===== src/rtl/nn_pkg.sv =====
`default_nettype none
// ============================================================================
// Module      : nn_pkg
// Description : Shared types and default widths for the activation path.
// Revision    : 1.0 - initial release
// ============================================================================
package nn_pkg;

    localparam int NN_ACC_WIDTH  = 32;
    localparam int NN_DATA_WIDTH = 8;

    typedef enum logic [1:0] {
        ST_EMPTY = 2'd0,
        ST_FILL  = 2'd1,
        ST_FULL  = 2'd2
    } buf_state_t;

endpackage : nn_pkg
`default_nettype wire


===== src/rtl/requant_sat.sv =====
`default_nettype none
// ============================================================================
// Module      : requant_sat
// Description : ReLU, round-half-up arithmetic shift and signed saturation.
// Revision    : 1.0 - initial release
// ============================================================================
module requant_sat
    import nn_pkg::*;
#(
    parameter int ACC_WIDTH  = NN_ACC_WIDTH,
    parameter int DATA_WIDTH = NN_DATA_WIDTH,
    parameter int SHIFT_W    = 5
) (
    input  logic signed [ACC_WIDTH-1:0]  x,
    input  logic        [SHIFT_W-1:0]    shift,
    input  logic                         relu_en,
    output logic signed [DATA_WIDTH-1:0] y,
    output logic                         sat
);

    localparam logic signed [ACC_WIDTH:0] c_max =
        {{(ACC_WIDTH-DATA_WIDTH+2){1'b0}}, {(DATA_WIDTH-1){1'b1}}};
    localparam logic signed [ACC_WIDTH:0] c_min =
        {{(ACC_WIDTH-DATA_WIDTH+2){1'b1}}, {(DATA_WIDTH-1){1'b0}}};

    logic signed [ACC_WIDTH-1:0] w_relu;
    logic signed [ACC_WIDTH:0]   w_ext;
    logic signed [ACC_WIDTH:0]   w_rnd;
    logic signed [ACC_WIDTH:0]   w_sum;
    logic signed [ACC_WIDTH:0]   w_shr;

    // One extra bit of headroom keeps the rounding add from wrapping at the
    // most-positive accumulator value.
    assign w_relu = (relu_en && x[ACC_WIDTH-1]) ? '0 : x;
    assign w_ext  = {w_relu[ACC_WIDTH-1], w_relu};
    assign w_rnd  = (ACC_WIDTH+1)'(1) << (shift - SHIFT_W'(1));
    assign w_sum  = w_ext + w_rnd;
    assign w_shr  = (shift == '0) ? w_ext : (w_sum >>> shift);

    always_comb begin
        y   = w_shr[DATA_WIDTH-1:0];
        sat = 1'b0;
        if (w_shr > c_max) begin
            y   = c_max[DATA_WIDTH-1:0];
            sat = 1'b1;
        end else if (w_shr < c_min) begin
            y   = c_min[DATA_WIDTH-1:0];
            sat = 1'b1;
        end
    end

endmodule : requant_sat
`default_nettype wire


===== src/rtl/act_requant_buffer.sv =====
`default_nettype none
// ============================================================================
// Module      : act_requant_buffer
// Description : Requantizes accumulator values into an M-entry activation frame.
// Revision    : 1.0 - initial release
// ============================================================================
module act_requant_buffer
    import nn_pkg::*;
#(
    parameter int ACC_WIDTH  = NN_ACC_WIDTH,
    parameter int DATA_WIDTH = NN_DATA_WIDTH,
    parameter int M          = 8,
    parameter int SHIFT_W    = 5
) (
    input  logic                         clk,
    input  logic                         rst,
    input  logic signed [ACC_WIDTH-1:0]  in_data,
    input  logic                         in_valid,
    input  logic                         in_done,
    input  logic        [SHIFT_W-1:0]    shift,
    input  logic                         relu_en,
    input  logic                         consume,
    output logic signed [DATA_WIDTH-1:0] act_out [0:M-1],
    output logic                         act_valid,
    output logic [$clog2(M+1)-1:0]       count,
    output logic                         sat_flag,
    output logic                         err
);

    localparam int c_cw = $clog2(M+1);

    buf_state_t                  r_state;
    logic [c_cw-1:0]             r_count;
    logic signed [DATA_WIDTH-1:0] r_act [0:M-1];
    logic                        r_valid;
    logic                        r_sat;
    logic                        r_err;

    logic signed [DATA_WIDTH-1:0] w_y;
    logic                         w_sat;
    logic                         w_last;

    requant_sat #(
        .ACC_WIDTH  (ACC_WIDTH),
        .DATA_WIDTH (DATA_WIDTH),
        .SHIFT_W    (SHIFT_W)
    ) u_requant (
        .x       (in_data),
        .shift   (shift),
        .relu_en (relu_en),
        .y       (w_y),
        .sat     (w_sat)
    );

    assign w_last = (r_count == c_cw'(M-1));

    always_ff @(posedge clk or posedge rst) begin
        if (rst) begin
            r_state <= ST_EMPTY;
            r_count <= '0;
            r_valid <= 1'b0;
            r_sat   <= 1'b0;
            r_err   <= 1'b0;
            for (int i = 0; i < M; i++) r_act[i] <= '0;
        end else begin
            case (r_state)
                ST_EMPTY, ST_FILL: begin
                    if (in_valid) begin
                        for (int i = 0; i < M; i++)
                            if (c_cw'(i) == r_count) r_act[i] <= w_y;
                        r_count <= r_count + c_cw'(1);
                        if (w_sat) r_sat <= 1'b1;
                        if (w_last) begin
                            r_state <= ST_FULL;
                            r_valid <= 1'b1;
                        end else begin
                            r_state <= ST_FILL;
                        end
                    end
                    // A done pulse coinciding with the completing write is not short.
                    if (in_done && !(in_valid && w_last)) r_err <= 1'b1;
                end
                ST_FULL: begin
                    if (consume) begin
                        for (int i = 0; i < M; i++) r_act[i] <= '0;
                        if (in_valid) begin
                            r_act[0] <= w_y;
                            r_count  <= c_cw'(1);
                            r_sat    <= w_sat;
                            if (M == 1) begin
                                r_state <= ST_FULL;
                                r_valid <= 1'b1;
                            end else begin
                                r_state <= ST_FILL;
                                r_valid <= 1'b0;
                            end
                        end else begin
                            r_count <= '0;
                            r_sat   <= 1'b0;
                            r_state <= ST_EMPTY;
                            r_valid <= 1'b0;
                        end
                    end else if (in_valid) begin
                        r_err <= 1'b1;
                    end
                end
                default: begin
                    r_state <= ST_EMPTY;
                    r_valid <= 1'b0;
                end
            endcase
        end
    end

    assign act_out   = r_act;
    assign act_valid = r_valid;
    assign count     = r_count;
    assign sat_flag  = r_sat;
    assign err       = r_err;

endmodule : act_requant_buffer
`default_nettype wire


===== config.mk =====
export PLATFORM = sky130hd
export DESIGN_NAME = act_requant_buffer
export DESIGN_NICKNAME = d
export VERILOG_FILES = /design/src/rtl/nn_pkg.sv /design/src/rtl/requant_sat.sv /design/src/rtl/act_requant_buffer.sv
export SDC_FILE = /design/constraint.sdc
export NUM_CORES = 1
export LEC_CHECK = 0
export BUFFER_PORTS_ARGS = -buffer_cell sky130_fd_sc_hd__buf_4
export CORE_ASPECT_RATIO = 0.8
export CORE_UTILIZATION = 65
export CTS_CLUSTER_DIAMETER = 40
export CTS_CLUSTER_SIZE = 10
export DETAILED_ROUTE_END_ITERATION = 6
export PLACE_DENSITY = 0.88
export SLEW_MARGIN = 0
export SYNTH_ARGS = -nofsm -noshare
export SYNTH_HDL_FRONTEND = slang
export SYNTH_HIERARCHICAL = 1
export SYNTH_SLANG_ARGS = --single-unit

===== constraint.sdc =====
create_clock -name clk -period 4.85 [get_ports clk]
set_clock_uncertainty 0.15 [all_clocks]
set_input_delay 0.485 -clock clk [delete_from_list [all_inputs] [get_ports clk]]
set_output_delay 0.485 -clock clk [all_outputs]
set_load 0.01 [all_outputs]

==> results of run 1 <==
## synthesized netlist by cell type, drive strengths merged (10+ instances only)
cell type	n	area [µm²]
buf	49	313
o21a	19	143
a31oi	13	87.6
a22o	21	184
a211oi	24	218
nand2	141	529
o2111ai	12	105
nand4	20	144
o2bb2ai	29	254
mux2i	41	410
nor3	46	252
nor4	12	87.6
dfrtp	73	1830
nor3b	12	118
a21o	21	158
nor2	128	488
and3	11	68.8
o221ai	10	93.8
xnor2	15	131
a221oi	15	156
a21oi	84	477
ha	36	450
clkbuf	39	146
nand2b	12	75.1
o21ai	63	323
a221o	15	150
and2	39	244
o211ai	31	248
nand3	22	110
inv	35	131
o22ai	19	194
## cell families after synthesis
logic type | count (synthesis) | synth area share (%)
AOI/OAI and AO/OA | 464 | 37.0
xor gates and xnor gates | 21 | 1.89
adders and majority gates | 37 | 4.84
buffers and inverters | 125 | 6.16
DFF | 73 | 18.8
muxes | 48 | 5.38
and+or+nand+nor | 490 | 25.9
## metrics by stage
stage	util, %	hold slack (ps)	setup TNS (ps)
3_3_place_gp	93.6	316	-67250
3_5_place_dp	93.6	328	-98080
2_1_floorplan	-	360	-52650
==> results.toml, run 1 <==
[floorplanning]
start_util_pct = 67.2
die_height_um = 111
io_pins = 114
fp-row-count = 39
die_w_um = 139

[clock_tree]
post_cts_resized = 370
cts_root_buffer = "clkbuf_16"
cts_buffers = 9
clkSinkCount = 73
cts_setup_buffers = 59
htreeDepth = 3
cts_hold_repair.buffers = 1
cts_buffer_depth = 2

[synthesis]
netlist_instances = 1258
synth_edf_count = 0
synth-seq-cells = 73
syn_nets = 1338
synth.distinct_cells = 110
synth_ff_type = "dfrtp_1"
synth-async-reset-ratio_pct = 100
synthesis.area_um2 = 9710
ys_seq_area_share_pct = 18.8
syn_avg_cell_area_um2 = 7.72
ys_warn_count = 6

[placed_design]
place_ws_ps = -1840
portBuffers = 113
place_congestion = 1.34
dp_hpwl_um = 44900
post_dp_cell_area_um2 = 13500
dp_cells = 1868

[run_status]
stop_stage = "clock tree synthesis"
stop_error = "[ERROR DPL-0038] Utilization greater than 100%, impossible to legalize"
status = "did not finish"
==> run 2: changes to the inputs <==
--- a/config.mk
+++ b/config.mk
@@ -6,12 +6,9 @@
 export NUM_CORES = 1
 export LEC_CHECK = 0
 export BUFFER_PORTS_ARGS = -buffer_cell sky130_fd_sc_hd__buf_4
-export CORE_ASPECT_RATIO = 0.8
-export CORE_UTILIZATION = 65
-export CTS_CLUSTER_DIAMETER = 40
-export CTS_CLUSTER_SIZE = 10
+export CORE_UTILIZATION = 40
 export DETAILED_ROUTE_END_ITERATION = 6
-export PLACE_DENSITY = 0.88
+export PLACE_DENSITY_LB_ADDON = 0.15
 export SLEW_MARGIN = 0
 export SYNTH_ARGS = -nofsm -noshare
 export SYNTH_HDL_FRONTEND = slang
==> run 2 against run 1 <==
Area after synthesis unchanged. The flow now finishes, with violations (setup timing). Synthesized cell count unchanged.
==> results.toml, run 2 <==
[layout]
fin_nets = 1855
n_fill_cell = 1988
layout-drive-gt1-share_pct = 51.2
mostFrequentLayoutCell = "buf_4"
final_core_util_pct = 68.7
seq_area_um2 = 1830
largest_reg_flops = 64
final_cell_mix = "buf_4 (560), nand2_1 (120), nor2_1 (104)"
fin_area_um2 = 16200
area_growth_pct = 67.0
multi_input_area_um2 = 8840
antennaDiodeCount = 0

[synthesis]
synth_ff_type = "dfrtp_1"
syn_nets = 1338
ys_seq_area_share_pct = 18.8
ys_warn_count = 6
syn_avg_cell_area_um2 = 7.72
synth-seq-cells = 73
synthTopCellsByCount = "nand2_1 (141), nor2_1 (127), dfrtp_1 (73)"
synth_edf_count = 0
synth_top_area_cell = "dfrtp_1"
synthesis.area_um2 = 9710
netlist_instances = 1258
synth.distinct_cells = 110
synth-async-reset-ratio_pct = 100
synth.most_common_cell = "nand2_1"
synth_area_leaders = "dfrtp_1 (19%), nand2_1 (5.4%), nor2_1 (4.9%)"
synth_top_area_share_pct = 18.8

[setup_path]
path_depth = 26
r2r_end = "act_out[4]$_DFFE_PP0P_"
cp.buffers_inverters = 8
cpMaxStageDelayCell = "or4_4"
cp.arrival_ps = 5710
cpPeakStageDelay_ps = 540
path_max_fanout = 8
end_kind = "flop"
path_delay_family = "compound AO/OA/AOI/OAI gates"
required_ps = 4950
startpoint = "shift[2]"
criticalPathCategory = "in2reg"
r2r-start = "count[2]$_DFFE_PP0P_"
reg2reg_depth = 3
crit_end = "act_out[16]$_DFFE_PP0P_"
cp-start-kind = "primary input"
crit_path_frequent_cell = "buf_6"
r2r_slack_ps = 2460

[timing]
fin_ws_ps = -756
rsz0062_at_grt = "true"
setup_viol = 57
worstMarginPinSlew_ps = 868
fin_crit_sh_pct = 116
drv_slew = 0
min_period_ps = 5610
hold_viol = 0
timing.fmax_mhz = 178
maxSlewHeadroom_pct = 41.5
setup-tns-final_ps = -39290

[routing]
routed_wl_um = 54000
route.detailed.drc = 0
routed-via-count = 13455
wl_per_cell_um = 25.7
routed_via_density = 6.41
drt_first_pass_iters = 6
drt_iter0_markers = 1547
ant_nets = 0

[global_route]
antenna_found_initial = 1
grt_overflow = 0
use_met2_pct = 61.2
grt_pass1_vias = 12253
grt.busiest_layer = "met2"
grt_start_max_net_pins = 54
grt_util_all_layers_pct = 42.0
grt_first_pass_wirelength_um = 76500
grt_use_met3_pct = 10.1
use_met1_pct = 60.5

[pwr]
swShare_pct = 42.6
p_comb_share_pct = 58.1
ir_drop_mv = 0.327
switchingPower_mw = 1.90
internal-power_mw = 2.55
power.density_nw_per_um2 = 274
power.total_mw = 4.45
power_frac_clock_pct = 14.6
power.leakage_nw = 7.14
seqPwrFrac_pct = 27.2

[floorplanning]
core_area_um2 = 23600
die_height_um = 158
die_area_um2 = 24900
start_util_pct = 41.1
die_w_um = 158
fp-row-count = 56
io_pins = 114

[clock_tree]
clkSinkCount = 73
cts_root_buffer = "clkbuf_16"
htreeDepth = 3
cts_buffers = 9
cts_tree = "built"
cts.clk_slew.worst_paths_ps = 60
cts_buffer_depth = 2
clock_latency_ps = 340

[run_status]
status = "complete, but fails checks"
violations = "setup timing"

[placed_design]
place_ws_ps = -1690
portBuffers = 113
post_dp_cell_area_um2 = 13900
place_congestion = 1.07
dp_hpwl_um = 42200

[flow_run]
max_cap_violations = 0

[min_path]
hold_class = "reg2reg"
-- run 2: routing by layer --
metal | wire length (µm) | vias to the layer above
met5 | 13 | -
met4 | 1690 | 2
met3 | 6910 | 146
met2 | 22900 | 902
met1 | 22400 | 6515
li1 | - | 5890
-- run 2: how the worst min path moves through the flow --
stage,slack [ps],end,start,cells after the start
after floorplan,360,err$_DFFE_PP0P_,err$_DFFE_PP0P_,2
after global placement,310,err$_DFFE_PP0P_,err$_DFFE_PP0P_,2
after detailed placement,330,act_out[59]$_DFFE_PP0P_,act_out[59]$_DFFE_PP0P_,1
after CTS,340,err$_DFFE_PP0P_,err$_DFFE_PP0P_,2
after global routing,360,err$_DFFE_PP0P_,in_done,3
final,340,err$_DFFE_PP0P_,err$_DFFE_PP0P_,2
-- run 2: final cells by class --
| cell class | instances | area share [%] |
|---|---|---|
| clock buffer | 9 | 1.39 |
| clock inverter | 7 | 0.378 |
| inverter | 37 | 1.03 |
| multi-input combinational | 1060 | 54.5 |
| sequential | 73 | 11.3 |
| tap | 319 | 2.46 |
| timing repair buffer | 594 | 29.0 |
-- run 2: power by group through the flow --
stage / Clock [mW] / Combinational [mW] / Sequential (mW)
after floorplan: 0 / 1.05 / 1.19
after global placement: 0 / 2.17 / 1.16
after detailed placement: 0 / 2.20 / 1.16
after CTS: 0.653 / 2.42 / 1.18
after global routing: 0.675 / 2.73 / 1.23
final: 0.651 / 2.59 / 1.21
-- run 2: cell families (layout without fill, tap and decap cells) --
logic type	Yosys count	in the layout	synth area share [%]
flip-flops	73	73	18.8
multiplexers	48	48	5.38
buffers and inverters	125	647	6.16
XOR/XNOR	21	21	1.89
AND/OR/NAND/NOR	490	490	25.9
AO/OA/AOI/OAI	464	464	37.0
adder cells (fa/ha/maj)	37	37	4.84
-- run 2: through the flow --
stage	std cells	hold slack [ps]
6_report	2099	336
5_1_grt	2099	364
4_1_cts	2081	342
3_5_place_dp	2029	326
3_3_place_gp	2029	315
2_1_floorplan	1258	360
-- run 2: worst register-to-register path: stages, from the launching register on --
cell and delay, ps:
dfrtp_1 790, and3b_1 820, o22ai_4 220, a22o_1 300
-- run 2: timing repair --
action / 4_1_cts / 5_1_grt
hold buffers: 1 / 0
endpoints found under the hold margin: 3 / 0
endpoints found under the setup margin: 57 / 57
buffers inserted: 35 / 16
cloned: 0 / 2
pin swaps: 83 / 56
resized for setup: 225 / 96
Note: power is estimated with default switching activity, not from simulation.
